File: src/rtl/secded_stream_decoder.sv
// secded_stream_decoder
//   Two-stage pipelined SECDED (39,32) decoder with valid/ready handshakes.
//   Codeword: in_code[i], i=1..38, is Hamming position i; check bits sit at
//   positions 1,2,4,8,16,32, data bits 0..31 fill the remaining positions in
//   ascending order; in_code[0] is even parity over in_code[38:1].
//
// Ports
//   clk, rst          rising-edge clock, asynchronous active-high reset
//   in_code[38:0]     received codeword
//   in_valid/in_ready input handshake
//   out_data[31:0]    corrected data (raw data field when out_ded=1)
//   out_synd[6:0]     {overall parity, 6-bit Hamming syndrome}
//   out_sec, out_ded  single-error-corrected / uncorrectable flags
//   out_valid/out_ready output handshake
//   cnt_clr           synchronous clear of the error counters
//   cnt_sec, cnt_ded  saturating 16-bit error counters
//
// Configuration
//   SECDED_ERR_CNT_EN  when defined, adds cnt_sec/cnt_ded and counter logic.
`timescale 1ns/1ps

module secded_stream_decoder (
    input  logic        clk,
    input  logic        rst,
    input  logic [38:0] in_code,
    input  logic        in_valid,
    output logic        in_ready,
    output logic [31:0] out_data,
    output logic [6:0]  out_synd,
    output logic        out_sec,
    output logic        out_ded,
    output logic        out_valid,
    input  logic        out_ready,
    input  logic        cnt_clr
`ifdef SECDED_ERR_CNT_EN
    ,
    output logic [15:0] cnt_sec,
    output logic [15:0] cnt_ded
`endif
);

    // Pull the 32 data bits out of the non-power-of-two positions 3..38.
    function automatic logic [31:0] extract_data(input logic [38:0] code);
        logic [31:0] d;
        int unsigned j;
        d = '0;
        j = 0;
        for (int unsigned i = 3; i <= 38; i++) begin
            if ((i & (i - 1)) != 0) begin
                d[j[4:0]] = code[i[5:0]];
                j++;
            end
        end
        return d;
    endfunction

    // Stage 1 state
    logic        s1_valid;
    logic [38:0] s1_code;
    logic [5:0]  s1_s;
    logic        s1_p;

    // Combinational syndrome of the incoming word
    logic [5:0]  in_s;
    logic        in_p;

    // Stage 2 next-state values
    logic [38:0] fixed_code;
    logic [31:0] s2_data;
    logic        s2_sec;
    logic        s2_ded;
    logic        s2_load;

    assign s2_load  = !out_valid || out_ready;
    assign in_ready = !s1_valid || s2_load;

    always_comb begin
        in_s = '0;
        for (int unsigned i = 1; i <= 38; i++) begin
            if (in_code[i[5:0]]) begin
                in_s = in_s ^ i[5:0];
            end
        end
        in_p = ^in_code;
    end

    // p=1 with s=0 is an error in the overall parity bit itself: counted as
    // corrected, data untouched. s>38 points outside the codeword, so it can
    // only arise from a multi-bit error.
    always_comb begin
        fixed_code = s1_code;
        s2_sec     = 1'b0;
        s2_ded     = 1'b0;
        if (s1_p) begin
            if (s1_s <= 6'd38) begin
                s2_sec = 1'b1;
                if (s1_s != 6'd0) begin
                    fixed_code[s1_s] = ~s1_code[s1_s];
                end
            end else begin
                s2_ded = 1'b1;
            end
        end else if (s1_s != 6'd0) begin
            s2_ded = 1'b1;
        end
        s2_data = extract_data(fixed_code);
    end

    always_ff @(posedge clk or posedge rst) begin
        if (rst) begin
            s1_valid <= 1'b0;
            s1_code  <= '0;
            s1_s     <= '0;
            s1_p     <= 1'b0;
        end else if (in_ready) begin
            s1_valid <= in_valid;
            s1_code  <= in_code;
            s1_s     <= in_s;
            s1_p     <= in_p;
        end
    end

    // Flags are qualified with s1_valid so an empty S2 always shows 0 flags.
    always_ff @(posedge clk or posedge rst) begin
        if (rst) begin
            out_valid <= 1'b0;
            out_data  <= '0;
            out_synd  <= '0;
            out_sec   <= 1'b0;
            out_ded   <= 1'b0;
        end else if (s2_load) begin
            out_valid <= s1_valid;
            out_data  <= s2_data;
            out_synd  <= {s1_p, s1_s};
            out_sec   <= s1_valid && s2_sec;
            out_ded   <= s1_valid && s2_ded;
        end
    end

`ifdef SECDED_ERR_CNT_EN
    logic xfer;
    assign xfer = out_valid && out_ready;

    always_ff @(posedge clk or posedge rst) begin
        if (rst) begin
            cnt_sec <= '0;
            cnt_ded <= '0;
        end else if (cnt_clr) begin
            cnt_sec <= '0;
            cnt_ded <= '0;
        end else begin
            if (xfer && out_sec && (cnt_sec != '1)) begin
                cnt_sec <= cnt_sec + 16'd1;
            end
            if (xfer && out_ded && (cnt_ded != '1)) begin
                cnt_ded <= cnt_ded + 16'd1;
            end
        end
    end
`else
    logic unused_cnt_clr;
    assign unused_cnt_clr = cnt_clr;
`endif

endmodule

File: config.mk
export PLATFORM = sky130hd
export DESIGN_NAME = secded_stream_decoder
export DESIGN_NICKNAME = d
export VERILOG_FILES = /design/src/rtl/secded_stream_decoder.sv
export SDC_FILE = /design/constraint.sdc
export NUM_CORES = 1
export LEC_CHECK = 0
export ABC_CLOCK_PERIOD_IN_PS = 3260
export CORE_ASPECT_RATIO = 0.5
export CORE_UTILIZATION = 35
export DETAILED_ROUTE_END_ITERATION = 10
export GPL_ROUTABILITY_DRIVEN = 0
export SLEW_MARGIN = 0
export SYNTH_ARGS = -nofsm -noshare
export SYNTH_HDL_FRONTEND = slang
export SYNTH_SLANG_ARGS = --single-unit
File: constraint.sdc
create_clock -name clk -period 3.26 [get_ports clk]
set_clock_uncertainty 0.2 [all_clocks]
set_input_delay 0.978 -clock clk [delete_from_list [all_inputs] [get_ports clk]]
set_output_delay 0.978 -clock clk [all_outputs]
set_load 0.005 [all_outputs]
# Yosys cells after proc, flatten, opt, wreduce, memory -nomap -nowiden
# Cells that the tools add are included.
[word_totals] ff_bits=89 input_bits=44 output_inout_bits=43 elab_cells=110
[classes] n_lt_le_gt_ge=3 muxes=51 bitwise_logic=38 reduce_logical=9
[op_table] operator="two-way mux 39 bit" count=3
[op_table] operator="two-way mux 5 bit" count=16
[op_table] operator="two-way mux 6 bit" count=7
[op_table] operator="bitwise mux 39 bit" count=1
[op_table] operator="inverter 3 bit" count=13
[op_table] operator="parity 39 bit" count=1
[op_table] operator="two-way mux 4 bit" count=8
[op_table] operator="inverter 2 bit" count=13
[op_table] operator="inverter 4 bit" count=5
[op_table] operator="two-way mux 3 bit" count=4
[op_table] operator="two-way mux 1 bit" count=8
[op_table] operator="< comparator 6 x 7 -> 1 bit, second input constant" count=1
[op_table] operator="binary-select mux 1 bit (select 6 bit)" count=1
[op_table] operator="demux 1 bit (select 6 bit)" count=1
[op_table] operator=">= comparator 6 x 1 -> 1 bit, second input constant" count=1
[op_table] operator="<= comparator 6 bit, second input constant" count=1
[op_table] operator="nonzero test 6 bit" count=1
[op_table] operator="inverter 1 bit, first input constant" count=5
[op_table] operator="inverter 5 bit" count=1
[op_table] operator="two-way mux 2 bit" count=2
[op_table] operator="logical AND 1 bit" count=3
[op_table] operator="logical NOT 1 bit" count=2
[op_table] operator="logical OR 1 bit" count=2
[op_table] operator="inverter 1 bit" count=1

# Logic depth before layout (Yosys ltp)
[logic_depth] word_depth=70 ltp_mapped=9 depth_no_buf=6

# Worst setup path after synthesis
# Ideal clock, no wire load.
[synth_path] path_type="in2out" start="in out_ready" end="out in_ready" t_arrival_ns=1.878 t_required_ns=2.082 path_slack_ns=0.204 cell_stages=6 path_buffers=3 cell_sequence="nor2b_1 -> buf_2 -> and2_1 -> clkbuf_1 -> inv_1 -> clkbuf_1"
[synth_via] elab_chain_cells=2
[synth_rtl] item="start: declaration" line_no="33" text="input logic out_ready,"
[synth_rtl] item="logical OR 1 bit" line_no="74" text="assign s2_load = !out_valid || out_ready;"
[synth_rtl] item="logical OR 1 bit" line_no="75" text="assign in_ready = !s1_valid || s2_load;"
[synth_rtl] item="end: declaration" line_no="27" text="output logic in_ready,"
# No other way between the ends.

# Worst setup path after layout
# Ends and elaborated chain as after synthesis.

==> results.md <==
* Met1 global-route usage at 30.8%
* Placed cell areas at approximately 6000 um2
* Final period demand of the worst path at 3.05 ns
* CTS tree: built
* Post-synth top flop: dfrtp_1
* Starting density of the core at 35.9%
* Crit-path max FO at 2
* Critical Path Start Type: input pin
* Min-Delay Path Depth at 2
* Die area at approximately 14000 um2
* Grt ovf at 0
* Worst slew margin at 49.7%
* VDD IR max at 0.000308 V
* TritonCTS buffer count at 9
* Post-CTS Hold Buffers at 0
* Final period utilization at 93.7%
* Cell Area, Synth at 4880 um2
* # fillers at 1364
* Post-route cell area at roughly 6300 um2
* Grt peak-use layer: met1
* Resize count post-CTS at 4
* Critical Path End Type: output pin
* Met3 GRT Util at 4.85%
* Cell area power density at 709 nW/um2
* Status: completed
* Num ports at 87
* Clock transition at the registers of the reported paths at 0.06 ns
* RSZ-0062 raised after global routing: no
* Largest net degree at the start of global routing at 89
* FP Rows at 30
* Post-CTS setup buffers at 0
* Seq cells post-synth at slightly below 90
* Synth warn at 0
* Number of diodes at 0
* Die X at 169 um
* Via density at roughly 5
* Final Max Tran Viols at 0
* CTS Buffer Depth at 2
* Grt met2 use at 26.3%
* Final Setup Violations at 0
* Input/output buffers at between 80 and 90
* Min-delay worst type: reg -> reg
* Area Overhead vs Synth at 28.7%
* F_max at approximately 330 MHz
* Data required, critical path at about 2.1 ns
* FF-to-FF setup slack at 0.81 ns
* Post-synthesis sequential area ratio at 45.1%
* First-pass GRT wire length at 21500 um
* DP HPWL at 10100 um
* CP arrival at about 1.9 ns
* Clock sinks at 88
* GRT Overall Usage at 19.5%
* Syn_nets at 573
* Initial antenna violation count at 0
* Final Hold Fails at 0
* Post-synth EDFFs at 0
* Antenna Violating Nets Remaining at 0
* Die Ht at 85.5 um
* Reg2reg path depth at 5
* Number of global-route vias before repair at 3796
* Pwr Total at 4.45 mW
* Maximum Capacitance Violations at 0
* Syn avg cell area at 9.23 um2
* Post-synth cell types at 50
* Worst-Skew Late Latency at roughly 0.34 ns
* DRC at 0
* Ratio of cells with drive above 1 in the final layout at ~8.4%
* Core region area at 13600 um2
* Fin cells at 801
* Cell Count Post-Placement at 785
* Root buf cell: clkbuf_16
* Drt pass-1 iters at 5
* Final WL at 13400 um
* Crit path kind: in -> out
* Final nets at 648
* Initial DRC Count at 366
* Asr flop ratio synth at 100%
* Post-synthesis cell count at 529
* Detailed-route via count at 3998
* Htree depth at 3
* Leak at ~2.7 nW
* Post-DR wirelength/cell at 16.7 um
* Worst-margin pin slew at 0.751 ns
metrics by stage:
stage          util (%)  worst slack (ns)  hold slack [ns]  TNS, ns
3_3_place_gp       43.6            -0.376            0.252   -0.376
5_1_grt            46.2             0.145            0.291        0
6_report           46.2             0.205            0.268        0
4_1_cts            46.2             0.184            0.269        0
2_1_floorplan         -             0.204            0.231        0
3_5_place_dp       43.6            -0.368            0.255   -0.368
report_power, final:
group,internal [mW],switching [mW],total [mW]
sequential,1.30,0.254,1.55
clock,0.774,0.433,1.21
combinational,0.799,0.895,1.69
per-layer routing:
metal  vias up  wire length (um)
met2       136              5330
met5         -                 0
met4         0                99
li1       1948                 -
met1      1904              7030
met3        10               917
path summary, 6_finish.rpt:
kind | start | end
min reg2reg | out_synd[6]$_DFFE_PP0P_ | out_synd[6]$_DFFE_PP0P_
min in group asynchronous | rst | out_data[19]$_DFFE_PP0P_
min | out_synd[6]$_DFFE_PP0P_ | out_synd[6]$_DFFE_PP0P_
max in group asynchronous | rst | out_data[16]$_DFFE_PP0P_
max reg2reg | s1_s[0]$_DFFE_PP0P_ | out_data[30]$_DFFE_PP0P_
max | out_ready | in_ready
cell usage after synthesis, types with 2 or more instances:
cell type | instances | area (um2)
inv_1 | 4 | 15.0
mux2i_1 | 6 | 60.1
buf_6 | 2 | 22.5
o21a_1 | 3 | 22.5
nor2_1 | 10 | 37.5
xnor2_1 | 60 | 526
and2_1 | 2 | 12.5
nand2_1 | 152 | 571
nor2b_1 | 5 | 31.3
a21oi_1 | 32 | 160
o21ai_0 | 11 | 55.1
a311oi_1 | 11 | 96.3
a21o_1 | 24 | 180
o21ai_1 | 2 | 10.0
a22o_1 | 4 | 35.0
nand2b_1 | 7 | 43.8
clkbuf_1 | 16 | 60.1
nor3b_1 | 4 | 30.0
xnor2_2 | 2 | 32.5
o221ai_1 | 4 | 35.0
buf_4 | 2 | 15.0
mux2_2 | 4 | 45.0
o311ai_0 | 2 | 17.5
nand3_1 | 7 | 35.0
buf_1 | 2 | 7.51
buf_2 | 12 | 60.1
nor3_1 | 5 | 25.0
a22oi_1 | 2 | 15.0
a211oi_1 | 14 | 105
a31oi_1 | 2 | 12.5
dfrtp_1 | 88 | 2200
nor2_4 | 3 | 33.8
xor2_1 | 7 | 61.3
nor4_4 | 2 | 42.5
final cells by class:
cell class	instances	area (um2)	area share (%)
Multi-Input combinational cell	403	2510	39.9
Sequential cell	88	2200	35.1
Timing Repair Buffer	98	958	15.3
Tap cell	192	240	3.82
Clock buffer	10	239	3.80
Clock inverter	6	115	1.83
Inverter	4	18.8	0.299
flip-flops by register name, summed over array words and instances (netlist names):
signal     count
s1_code       38
out_synd       7
out_data      32
out_ded        1
out_sec        1
out_valid      1
s1_p           1
s1_s           6
s1_valid       1
worst max-delay path: stages:
cell	delay (ns)
dlygate4sd2_1	0.26
nor2b_4	0.12
and2_4	0.19
inv_1	0.06
dlygate4sd2_1	0.26
layout by cell type, fill, tap and decap left out, drive strengths merged, types with 2 or more instances in the layout:
master         netlist  final
clkdlybuf4s50        0     83
nor3b                5      5
a21o                24     24
o21ai               13     13
nor2                13     13
xnor2               62     62
a211oi              14     14
o221ai               4      4
buf                 18     13
a31oi                2      2
mux2                 4      4
inv                  4      4
nor4                 2      2
a311oi              11     11
o21a                 4      4
bufinv               0      3
xor2                 8      8
a21oi               33     33
dlygate4sd2          0      2
nand3                7      7
and2                 2      2
mux2i                6      6
o311ai               2      2
a22o                 4      4
nor3                 6      6
nand2b               7      7
dfrtp               88     88
a22oi                2      2
nor2b                5      5
clkinvlp             0      2
nand2              152    152
clkbuf              16     10
cell families (layout without fill, tap and decap cells):
| logic type | Yosys count | in the layout | synth area share, % |
|---|---|---|---|
| AOI/OAI and AO/OA | 119 | 119 | 16.8 |
| xor gates and xnor gates | 71 | 71 | 13.5 |
| buffers and inverters | 38 | 118 | 3.69 |
| DFF | 88 | 88 | 45.1 |
| muxes | 10 | 10 | 2.15 |
| and+or+nand+nor | 203 | 203 | 18.8 |
(Power assumes the default switching activity.)
